[config.mk]
export PLATFORM = sky130hd
export DESIGN_NAME = cnn_layer_accel_job_ctrl
export DESIGN_NICKNAME = d
export VERILOG_FILES = /design/src/rtl/cnn_layer_accel_job_ctrl_pkg.sv /design/src/rtl/cnn_layer_accel_job_ctrl_job_desc_fifo.sv /design/src/rtl/cnn_layer_accel_job_ctrl.sv
export SDC_FILE = /design/constraint.sdc
export NUM_CORES = 1
export LEC_CHECK = 0
export ABC_CLOCK_PERIOD_IN_PS = 22300
export CORE_MARGIN = 4
export CORE_UTILIZATION = 40
export DETAILED_ROUTE_END_ITERATION = 10
export GPL_ROUTABILITY_DRIVEN = 0
export GPL_TIMING_DRIVEN = 0
export PLACE_DENSITY_LB_ADDON = 0.05
export SLEW_MARGIN = 20
export SYNTH_ARGS = -nofsm -noshare
export SYNTH_HDL_FRONTEND = slang
export SYNTH_SLANG_ARGS = --single-unit
[constraint.sdc]
create_clock -name clk_if -period 22.3 [get_ports clk_if]
set_clock_uncertainty 0.15 [all_clocks]
set_input_delay 3.345 -clock clk_if [delete_from_list [all_inputs] [get_ports clk_if]]
set_output_delay 3.345 -clock clk_if [all_outputs]
set_load 0.05 [all_outputs]
[src/rtl/cnn_layer_accel_job_ctrl_pkg.sv]
`default_nettype none
// ============================================================================
// Module      : cnn_layer_accel_job_ctrl_pkg
// Description : Shared accelerator definitions for the CNN layer job
//               controller: descriptor width, counter width and FSM states.
// Revision    : 1.0 - initial release
// ============================================================================
package cnn_layer_accel_job_ctrl_pkg;

  // Job descriptor width (quad job_parameters format)
  localparam int C_DESC_W      = 128;
  // Completed-job counter width
  localparam int C_JOBS_DONE_W = 16;

  // Job controller FSM states
  typedef enum logic [2:0] {
    ST_IDLE       = 3'd0,
    ST_START      = 3'd1,
    ST_FETCH_WAIT = 3'd2,
    ST_FETCH      = 3'd3,
    ST_RUN        = 3'd4,
    ST_ACK        = 3'd5
  } job_state_e;

  // States during which the watchdog is counting
  function automatic logic in_watch_state(input job_state_e s);
    return (s == ST_FETCH) || (s == ST_RUN);
  endfunction

endpackage
`default_nettype wire

[src/rtl/cnn_layer_accel_job_ctrl_job_desc_fifo.sv]
`default_nettype none
// ============================================================================
// Module      : job_desc_fifo
// Description : Synchronous descriptor FIFO with registered storage, full /
//               empty flags and a registered ready that rises one cycle
//               after reset is released.
// Revision    : 1.0 - initial release
// ============================================================================
module job_desc_fifo #(
  parameter int C_DEPTH = 4,
  parameter int C_WIDTH = 128
) (
  input  logic               clk,
  input  logic               rst,
  input  logic               push,
  input  logic [C_WIDTH-1:0] push_data,
  input  logic               pop,
  output logic [C_WIDTH-1:0] head_data,
  output logic               full,
  output logic               empty,
  output logic               ready
);

  localparam int               C_AW       = (C_DEPTH > 1) ? $clog2(C_DEPTH) : 1;
  localparam logic [C_AW:0]    C_FULL_CNT = (C_AW + 1)'(C_DEPTH);

  logic [C_WIDTH-1:0] mem_q [C_DEPTH];
  logic [C_WIDTH-1:0] mem_d [C_DEPTH];
  logic [C_AW-1:0]    wr_ptr_q, wr_ptr_d;
  logic [C_AW-1:0]    rd_ptr_q, rd_ptr_d;
  logic [C_AW:0]      count_q, count_d;
  logic               ready_q, ready_d;
  logic               do_push;
  logic               do_pop;

  assign full      = (count_q == C_FULL_CNT);
  assign empty     = (count_q == '0);
  assign ready     = ready_q;
  assign head_data = mem_q[rd_ptr_q];

  // Next-state for storage, pointers, occupancy and ready flag
  always_comb begin
    mem_d    = mem_q;
    wr_ptr_d = wr_ptr_q;
    rd_ptr_d = rd_ptr_q;
    count_d  = count_q;
    do_push  = push && !full;
    do_pop   = pop && !empty;
    if (do_push) begin
      mem_d[wr_ptr_q] = push_data;
      wr_ptr_d        = wr_ptr_q + 1'b1;
    end
    if (do_pop) begin
      rd_ptr_d = rd_ptr_q + 1'b1;
    end
    case ({do_push, do_pop})
      2'b10:   count_d = count_q + 1'b1;
      2'b01:   count_d = count_q - 1'b1;
      default: count_d = count_q;
    endcase
    // Ready tracks the occupancy after this cycle's push/pop
    ready_d = (count_d != C_FULL_CNT);
  end

  // FIFO state registers, emptied on reset
  always_ff @(posedge clk or posedge rst) begin
    if (rst) begin
      for (int i = 0; i < C_DEPTH; i++) begin
        mem_q[i] <= '0;
      end
      wr_ptr_q <= '0;
      rd_ptr_q <= '0;
      count_q  <= '0;
      ready_q  <= 1'b0;
    end else begin
      mem_q    <= mem_d;
      wr_ptr_q <= wr_ptr_d;
      rd_ptr_q <= rd_ptr_d;
      count_q  <= count_d;
      ready_q  <= ready_d;
    end
  end

endmodule
`default_nettype wire

[src/rtl/cnn_layer_accel_job_ctrl.sv]
`default_nettype none
// ============================================================================
// Module      : cnn_layer_accel_job_ctrl
// Description : Queues host job descriptors and sequences each job through
//               the quad handshake (start, fetch, run, acknowledge) with a
//               watchdog on the fetch/run phases.
// Revision    : 1.0 - initial release
// ============================================================================
module cnn_layer_accel_job_ctrl
  import cnn_layer_accel_job_ctrl_pkg::*;
#(
  parameter int C_JOB_FIFO_DEPTH = 4,
  parameter int C_TIMEOUT_CYCLES = 65535
) (
  input  logic                     clk_if,
  input  logic                     rst,
  input  logic                     desc_valid,
  output logic                     desc_ready,
  input  logic [C_DESC_W-1:0]      desc_data,
  output logic                     job_start,
  input  logic                     job_accept,
  output logic [C_DESC_W-1:0]      job_parameters,
  output logic                     job_parameters_valid,
  input  logic                     job_fetch_request,
  output logic                     job_fetch_ack,
  input  logic                     job_fetch_complete,
  input  logic                     job_complete,
  output logic                     job_complete_ack,
  output logic                     busy,
  output logic [C_JOBS_DONE_W-1:0] jobs_done,
  output logic                     timeout_err
);

  // A limit of zero turns the watchdog off entirely
  localparam bit          C_WD_EN    = (C_TIMEOUT_CYCLES != 0);
  localparam logic [31:0] C_WD_LIMIT = (C_TIMEOUT_CYCLES == 0) ? 32'd0
                                                               : 32'(C_TIMEOUT_CYCLES - 1);

  job_state_e               state_q, state_d;
  logic [C_DESC_W-1:0]      param_q, param_d;
  logic                     job_start_q, job_start_d;
  logic                     fetch_ack_q, fetch_ack_d;
  logic                     complete_ack_q, complete_ack_d;
  logic [C_JOBS_DONE_W-1:0] jobs_done_q, jobs_done_d;
  logic                     timeout_err_q, timeout_err_d;
  logic [31:0]              wd_q, wd_d;
  logic                     wd_hit;
  logic                     wd_fire;

  logic                     fifo_push;
  logic                     fifo_pop;
  logic [C_DESC_W-1:0]      fifo_head;
  logic                     fifo_full;
  logic                     fifo_empty;
  logic                     fifo_ready;

  assign fifo_push = desc_valid && fifo_ready && !fifo_full;
  assign wd_hit    = C_WD_EN && (wd_q == C_WD_LIMIT);

  job_desc_fifo #(
    .C_DEPTH (C_JOB_FIFO_DEPTH),
    .C_WIDTH (C_DESC_W)
  ) u_job_desc_fifo (
    .clk       (clk_if),
    .rst       (rst),
    .push      (fifo_push),
    .push_data (desc_data),
    .pop       (fifo_pop),
    .head_data (fifo_head),
    .full      (fifo_full),
    .empty     (fifo_empty),
    .ready     (fifo_ready)
  );

  // FSM state register
  always_ff @(posedge clk_if or posedge rst) begin
    if (rst) begin
      state_q <= ST_IDLE;
    end else begin
      state_q <= state_d;
    end
  end

  // FSM next-state logic; the watchdog only forces ACK when the quad has
  // not already finished in the same cycle
  always_comb begin
    state_d = state_q;
    wd_fire = 1'b0;
    case (state_q)
      ST_IDLE: begin
        if (!fifo_empty) begin
          state_d = ST_START;
        end
      end
      ST_START: begin
        if (job_accept) begin
          state_d = ST_FETCH_WAIT;
        end
      end
      ST_FETCH_WAIT: begin
        if (job_fetch_request) begin
          state_d = ST_FETCH;
        end
      end
      ST_FETCH: begin
        if (job_fetch_complete && job_complete) begin
          state_d = ST_ACK;
        end else if (job_fetch_complete) begin
          state_d = ST_RUN;
        end else if (wd_hit) begin
          state_d = ST_ACK;
          wd_fire = 1'b1;
        end
      end
      ST_RUN: begin
        if (job_complete) begin
          state_d = ST_ACK;
        end else if (wd_hit) begin
          state_d = ST_ACK;
          wd_fire = 1'b1;
        end
      end
      ST_ACK: begin
        state_d = ST_IDLE;
      end
      default: begin
        state_d = ST_IDLE;
      end
    endcase
  end

  // FSM outputs and datapath next values, registered from the next state
  always_comb begin
    fifo_pop       = (state_q == ST_IDLE) && !fifo_empty;
    param_d        = fifo_pop ? fifo_head : param_q;
    job_start_d    = (state_d == ST_START);
    fetch_ack_d    = (state_q == ST_FETCH_WAIT) && (state_d == ST_FETCH);
    complete_ack_d = (state_d == ST_ACK);
    jobs_done_d    = complete_ack_d ? (jobs_done_q + 1'b1) : jobs_done_q;
    timeout_err_d  = timeout_err_q | wd_fire;
    if (state_d != state_q) begin
      wd_d = '0;
    end else if (C_WD_EN && in_watch_state(state_q)) begin
      wd_d = wd_q + 32'd1;
    end else begin
      wd_d = wd_q;
    end
  end

  // Output, counter and watchdog registers
  always_ff @(posedge clk_if or posedge rst) begin
    if (rst) begin
      param_q        <= '0;
      job_start_q    <= 1'b0;
      fetch_ack_q    <= 1'b0;
      complete_ack_q <= 1'b0;
      jobs_done_q    <= '0;
      timeout_err_q  <= 1'b0;
      wd_q           <= '0;
    end else begin
      param_q        <= param_d;
      job_start_q    <= job_start_d;
      fetch_ack_q    <= fetch_ack_d;
      complete_ack_q <= complete_ack_d;
      jobs_done_q    <= jobs_done_d;
      timeout_err_q  <= timeout_err_d;
      wd_q           <= wd_d;
    end
  end

  assign desc_ready           = fifo_ready;
  assign job_start            = job_start_q;
  assign job_parameters_valid = job_start_q;
  assign job_parameters       = param_q;
  assign job_fetch_ack        = fetch_ack_q;
  assign job_complete_ack     = complete_ack_q;
  assign busy                 = (state_q != ST_IDLE);
  assign jobs_done            = jobs_done_q;
  assign timeout_err          = timeout_err_q;

endmodule
`default_nettype wire

-- Word-level counts from Yosys, hierarchy flattened
Index checks and enable logic that the tools add are counted.
- bits in registers: 703
- word-level logic and storage cells: 78
- input bits: 135
- equality and inequality tests: 13
- bitwise gates (word level): 3
- multiplexer cells: 22
- reductions and logical operators: 15
- magnitude comparators: 3
- add/sub/neg operators: 6
- operators by type and width (kind ; count):
    512-bit bitwise mux ; 1
    128-bit two-way mux ; 3
    128-bit binary-select mux with 2-bit select ; 1
    128-bit demux with 2-bit select ; 1
    32-bit two-way mux ; 2
    32-bit by 1-bit adder with 32-bit output (second input constant) ; 1
    32-bit by 16-bit equality test with 1-bit output (second input constant) ; 1
    3-bit two-way mux ; 7
    16-bit by 1-bit adder with 16-bit output (second input constant) ; 1
    3-bit case mux with 5 select lines ; 1
    3-bit by 2-bit equality test with 1-bit output (second input constant) ; 3
    3-bit equality test (second input constant) ; 3
    1-bit logical AND ; 8
    3-bit by 1-bit equality test with 1-bit output (second input constant) ; 2
    3-bit >= comparator (second input constant) ; 2
    3-bit zero test ; 2
    2-bit NOT with 3-bit output ; 2
    3-bit case mux with 2 select lines ; 1
    2-bit by 1-bit adder with 2-bit output (second input constant) ; 2
    1-bit two-way mux ; 4
    3-bit by 1-bit adder with 3-bit output (second input constant) ; 1
    3-bit by 1-bit < comparator with 1-bit output (second input constant) ; 1
    3-bit inequality test ; 1
    3-bit inequality test (second input constant) ; 1
    9 further kinds ; 10

-- Logic depth before layout (Yosys ltp)
- depth in word-level cells: 7
- gate-level depth with buffers: 12

-- Hierarchy
Synthesis repeated with hierarchy kept, for this count alone.
- cell total of the unflattened synthesis: 1852
- area, all modules: 30404.2 sq um
- by module, submodules not included (module ; area each (sq um) ; cells each ; instances ; seq. area each (sq um)):
    job_desc_fifo ; 22686.8 ; 1281 ; 1 ; 13012.5
    cnn_layer_accel_job_ctrl ; 7717.4 ; 571 ; 1 ; 4579.4

-- Least setup slack after synthesis
Ideal clock, no wire load.
- path type: input -> register
- start: in desc_valid
- end: reg u_job_desc_fifo.mem_q[100] (netlist bit)
- buffers on the path: 2
- data arrival time: 4.743 ns
- stages: 6
- slack: 17.282 ns
- path through: nand2_1 a31oi_1 and2_1 clkbuf_1 buf_2 mux2_2
- cells in the longest elaborated chain, start to end: 3
- RTL lines (item ; RTL line ; source):
    from (decl) ; cnn_layer_accel_job_ctrl.sv:17 ; input logic desc_valid,
    1-bit logical AND (2 in series) ; cnn_layer_accel_job_ctrl.sv:57 ; assign fifo_push = desc_valid && fifo_ready && !fifo_full;
    1-bit logical AND ; cnn_layer_accel_job_ctrl_job_desc_fifo.sv:47 ; do_push = push && !full;
    to (signal assigned) ; cnn_layer_accel_job_ctrl_job_desc_fifo.sv:76 ; mem_q <= mem_d;
    to (decl) ; cnn_layer_accel_job_ctrl_job_desc_fifo.sv:27 ; logic [C_WIDTH-1:0] mem_q [C_DEPTH];
Every way passes these cells.
A chain may end at the register's enable or synchronous reset.

-- Worst setup path in the final report
- start: in desc_valid
- end: reg u_job_desc_fifo.mem_q[209] (netlist bit)
The elaborated chain is that of the path after synthesis.

==> results.cfg <==
[worst_setup_path]
required_ns = 22.62
worstReg2RegStart = state_q[1]
cp-end-kind = flip-flop
startpoint_type = input pin
cp.arrival_ns = 6.24
worstSetupPathType = input pin to flip-flop
reg2regPathDepth = 12
path_max_fanout = 10
crit_path_start = desc_valid

[global_routing]
antenna_found_initial = 7
grt_pass1_vias = 18800
grt_pass1_wl_mm = 113
grt_remaining_overflow = 0
globalRouteTotalUtil = 0.184
grt_max_degree = 36

[synth]
yosysSeqAreaShare = 0.589
netlist.area_leader.share = 0.589
synth_fp_nets = 1978
async_reset_ff_frac = 1.00
synth_area_leaders = dfrtp_1 (59%), mux2_2 (24%), mux4_2 (9.7%)
avgSynthCellArea_sq_um = 16.3
yosysWarnings = 0
syn_inst = 1834
synth-edff-count = 0
netlist_area_sq_um = 29800
yosys.cell_types.count = 51
synth-seq-cells = 703
yosysTopAreaCell = dfrtp_1
synth_ff_type = dfrtp_1

[die]
die-area_sq_um = 79000
core-area_sq_um = 73500
placementRows = 99
initial_core_util = 0.406
die_y_um = 281
top_level_ports = 286
fp.dieW_um = 281

[timing]
min_period_ns = 5.91
grt_setup_unrepaired = false
slew_viol_final = 0
tightest_slew_ns = 1.10
maxSlewHeadroom = 0.263
setup_viol = 0
hold_viol_final = 0
hold-worst-slack_ns = 0.328
max_freq_ghz = 0.169
finalSetupTns_ns = 0
worst_slack_ns = 16.39
period_share = 0.265

[cells_and_area]
final.fill_count = 6250
drive_gt1_frac = 0.440
seq_area_sq_um = 17600
final_cell_mix = dfrtp_1 (703), mux2_2 (641), clkdlybuf4s50_1 (285)
final_cells = 3244
nNetsFinal = 2369
area_growth_pct = 23.9
multi_input_area_sq_um = 11700
final_common_cell = dfrtp_1

[job]
cap_violations = 0

[route]
routed_wirelength_mm = 71.4
dr.pass1.iters = 4
vias = 16900
drtAntennaViolNets = 0
drc = 0
drt_iter0_drc = 672
routedWlPerCell_um = 22.0
viasPerCell = 5.21

[clock_tree]
postCtsSetupBuffers = 0
cts_buffers = 80
clk_latency_ns = 0.60
clk_path_buf_depth = 3
postCtsHoldBufs = 0
cts_tree = done
ctsResizeCount = 0
clk_pin_slew_worst_paths_ns = 0.06
cts-root-buf = clkbuf_16
htree_levels = 3
clock_sinks = 703

[power_and_ir_drop]
p_clk_frac = 0.210
p_comb_frac = 0.431
swShare = 0.344
p_int_mw = 4.04
p_seq_frac = 0.360
ir_worst_vdd_uv = 85.1
p_sw_mw = 2.12
power.leakage_nw = 15.4
power_density_nw_per_um2 = 166

[place]
dpl.hpwl_mm = 48.9
port_buffers = 285
place_ws_ns = 15.68
place_inst = 3102

[hold_path]
min_from = jobs_done[15]
hold_depth = 1
hold_class = flip-flop to flip-flop

[run_status]
status = completed
[stage by stage]
step	cell area (sq um)	power [mW]	utilization
after floorplan	29800	4.14	-
after global routing	37000	6.52	0.503
after global placement	33900	4.86	0.462
after detailed placement	34400	4.94	0.469
final	37000	6.15	0.504
after CTS	37000	6.26	0.503
[path summary, 6_finish.rpt]
path                                         endpoint  slack [ns]
max                        u_job_desc_fifo.mem_q[209]       16.39
min                                     jobs_done[15]        0.33
max reg2reg                     u_job_desc_fifo.ready       17.97
min reg2reg                             jobs_done[15]        0.33
max in group asynchronous          job_parameters[13]       17.21
min in group asynchronous  u_job_desc_fifo.mem_q[190]        3.07
[power groups by stage]
| stage | Clock (mW) | Combinational (mW) | Sequential [mW] |
|---|---|---|---|
| finish | 1.29 | 2.65 | 2.21 |
| global route | 1.39 | 2.84 | 2.29 |
| CTS | 1.34 | 2.71 | 2.22 |
| detailed placement | 0 | 2.70 | 2.24 |
| global placement | 0 | 2.65 | 2.22 |
| floorplan | 0 | 1.57 | 2.58 |
[synthesized netlist by cell type, types with 3 or more instances]
| master | instances |
|---|---|
| buf_2 | 75 |
| nand4_1 | 8 |
| xnor2_1 | 29 |
| mux2_2 | 641 |
| dfrtp_1 | 703 |
| nor2_1 | 40 |
| nand3_1 | 24 |
| buf_1 | 9 |
| nand3b_1 | 5 |
| nand4b_1 | 3 |
| nand2_1 | 27 |
| o21ai_0 | 4 |
| and3_1 | 9 |
| and4_1 | 9 |
| clkbuf_1 | 24 |
| and2_1 | 6 |
| nor3_1 | 4 |
| inv_1 | 14 |
| ha_1 | 8 |
| xor2_1 | 23 |
| nor4_1 | 4 |
| buf_4 | 3 |
| a21o_1 | 3 |
| mux4_2 | 128 |
[critical path: stages]
cell	delay [ns]
clkdlybuf4s50_1	0.46
nand2_1	0.06
a31oi_1	0.47
and2_1	0.24
clkbuf_1	0.81
buf_2	0.46
mux2_2	0.38
[routing by layer]
metal  vias to the layer above  routed length, um  GRT usage
li1                       7512                  -          -
met3                        86               3900     0.0437
met1                      8998              31100      0.246
met4                         4               1320     0.0482
met5                         -                 26          0
met2                       303              35000      0.305
[kinds of logic (layout without fill, tap and decap cells)]
| group | count (synthesis) | count (layout) | share of synthesized area |
|---|---|---|---|
| fa+ha+maj | 9 | 9 | 0.00402 |
| xor+xnor | 52 | 52 | 0.0153 |
| compound gates | 21 | 21 | 0.00524 |
| buf+inv | 126 | 573 | 0.0196 |
| simple gates | 153 | 153 | 0.0276 |
| other cells | 0 | 4 | 0 |
| flops | 703 | 703 | 0.589 |
| mux | 770 | 770 | 0.339 |
[flip-flops by register name (all words and copies together) (netlist names), 2 cells and up]
name,flops
u_job_desc_fifo.wr_ptr_q,2
jobs_done,16
wd_q,32
state_q,3
job_parameters,128
u_job_desc_fifo.mem_q,512
u_job_desc_fifo.count_q,3
u_job_desc_fifo.rd_ptr_q,2
[cell type report]
| type | instances | area share |
|---|---|---|
| Sequential cell | 703 | 0.476 |
| Clock inverter | 21 | 0.00710 |
| Tap cell | 959 | 0.0324 |
| Timing Repair Buffer | 309 | 0.0909 |
| Multi-Input combinational cell | 1005 | 0.315 |
| Buffer | 112 | 0.0145 |
| Inverter | 14 | 0.00152 |
| Antenna cell | 4 | 0.000271 |
| Clock buffer | 117 | 0.0622 |
(Power assumes the default switching activity.)
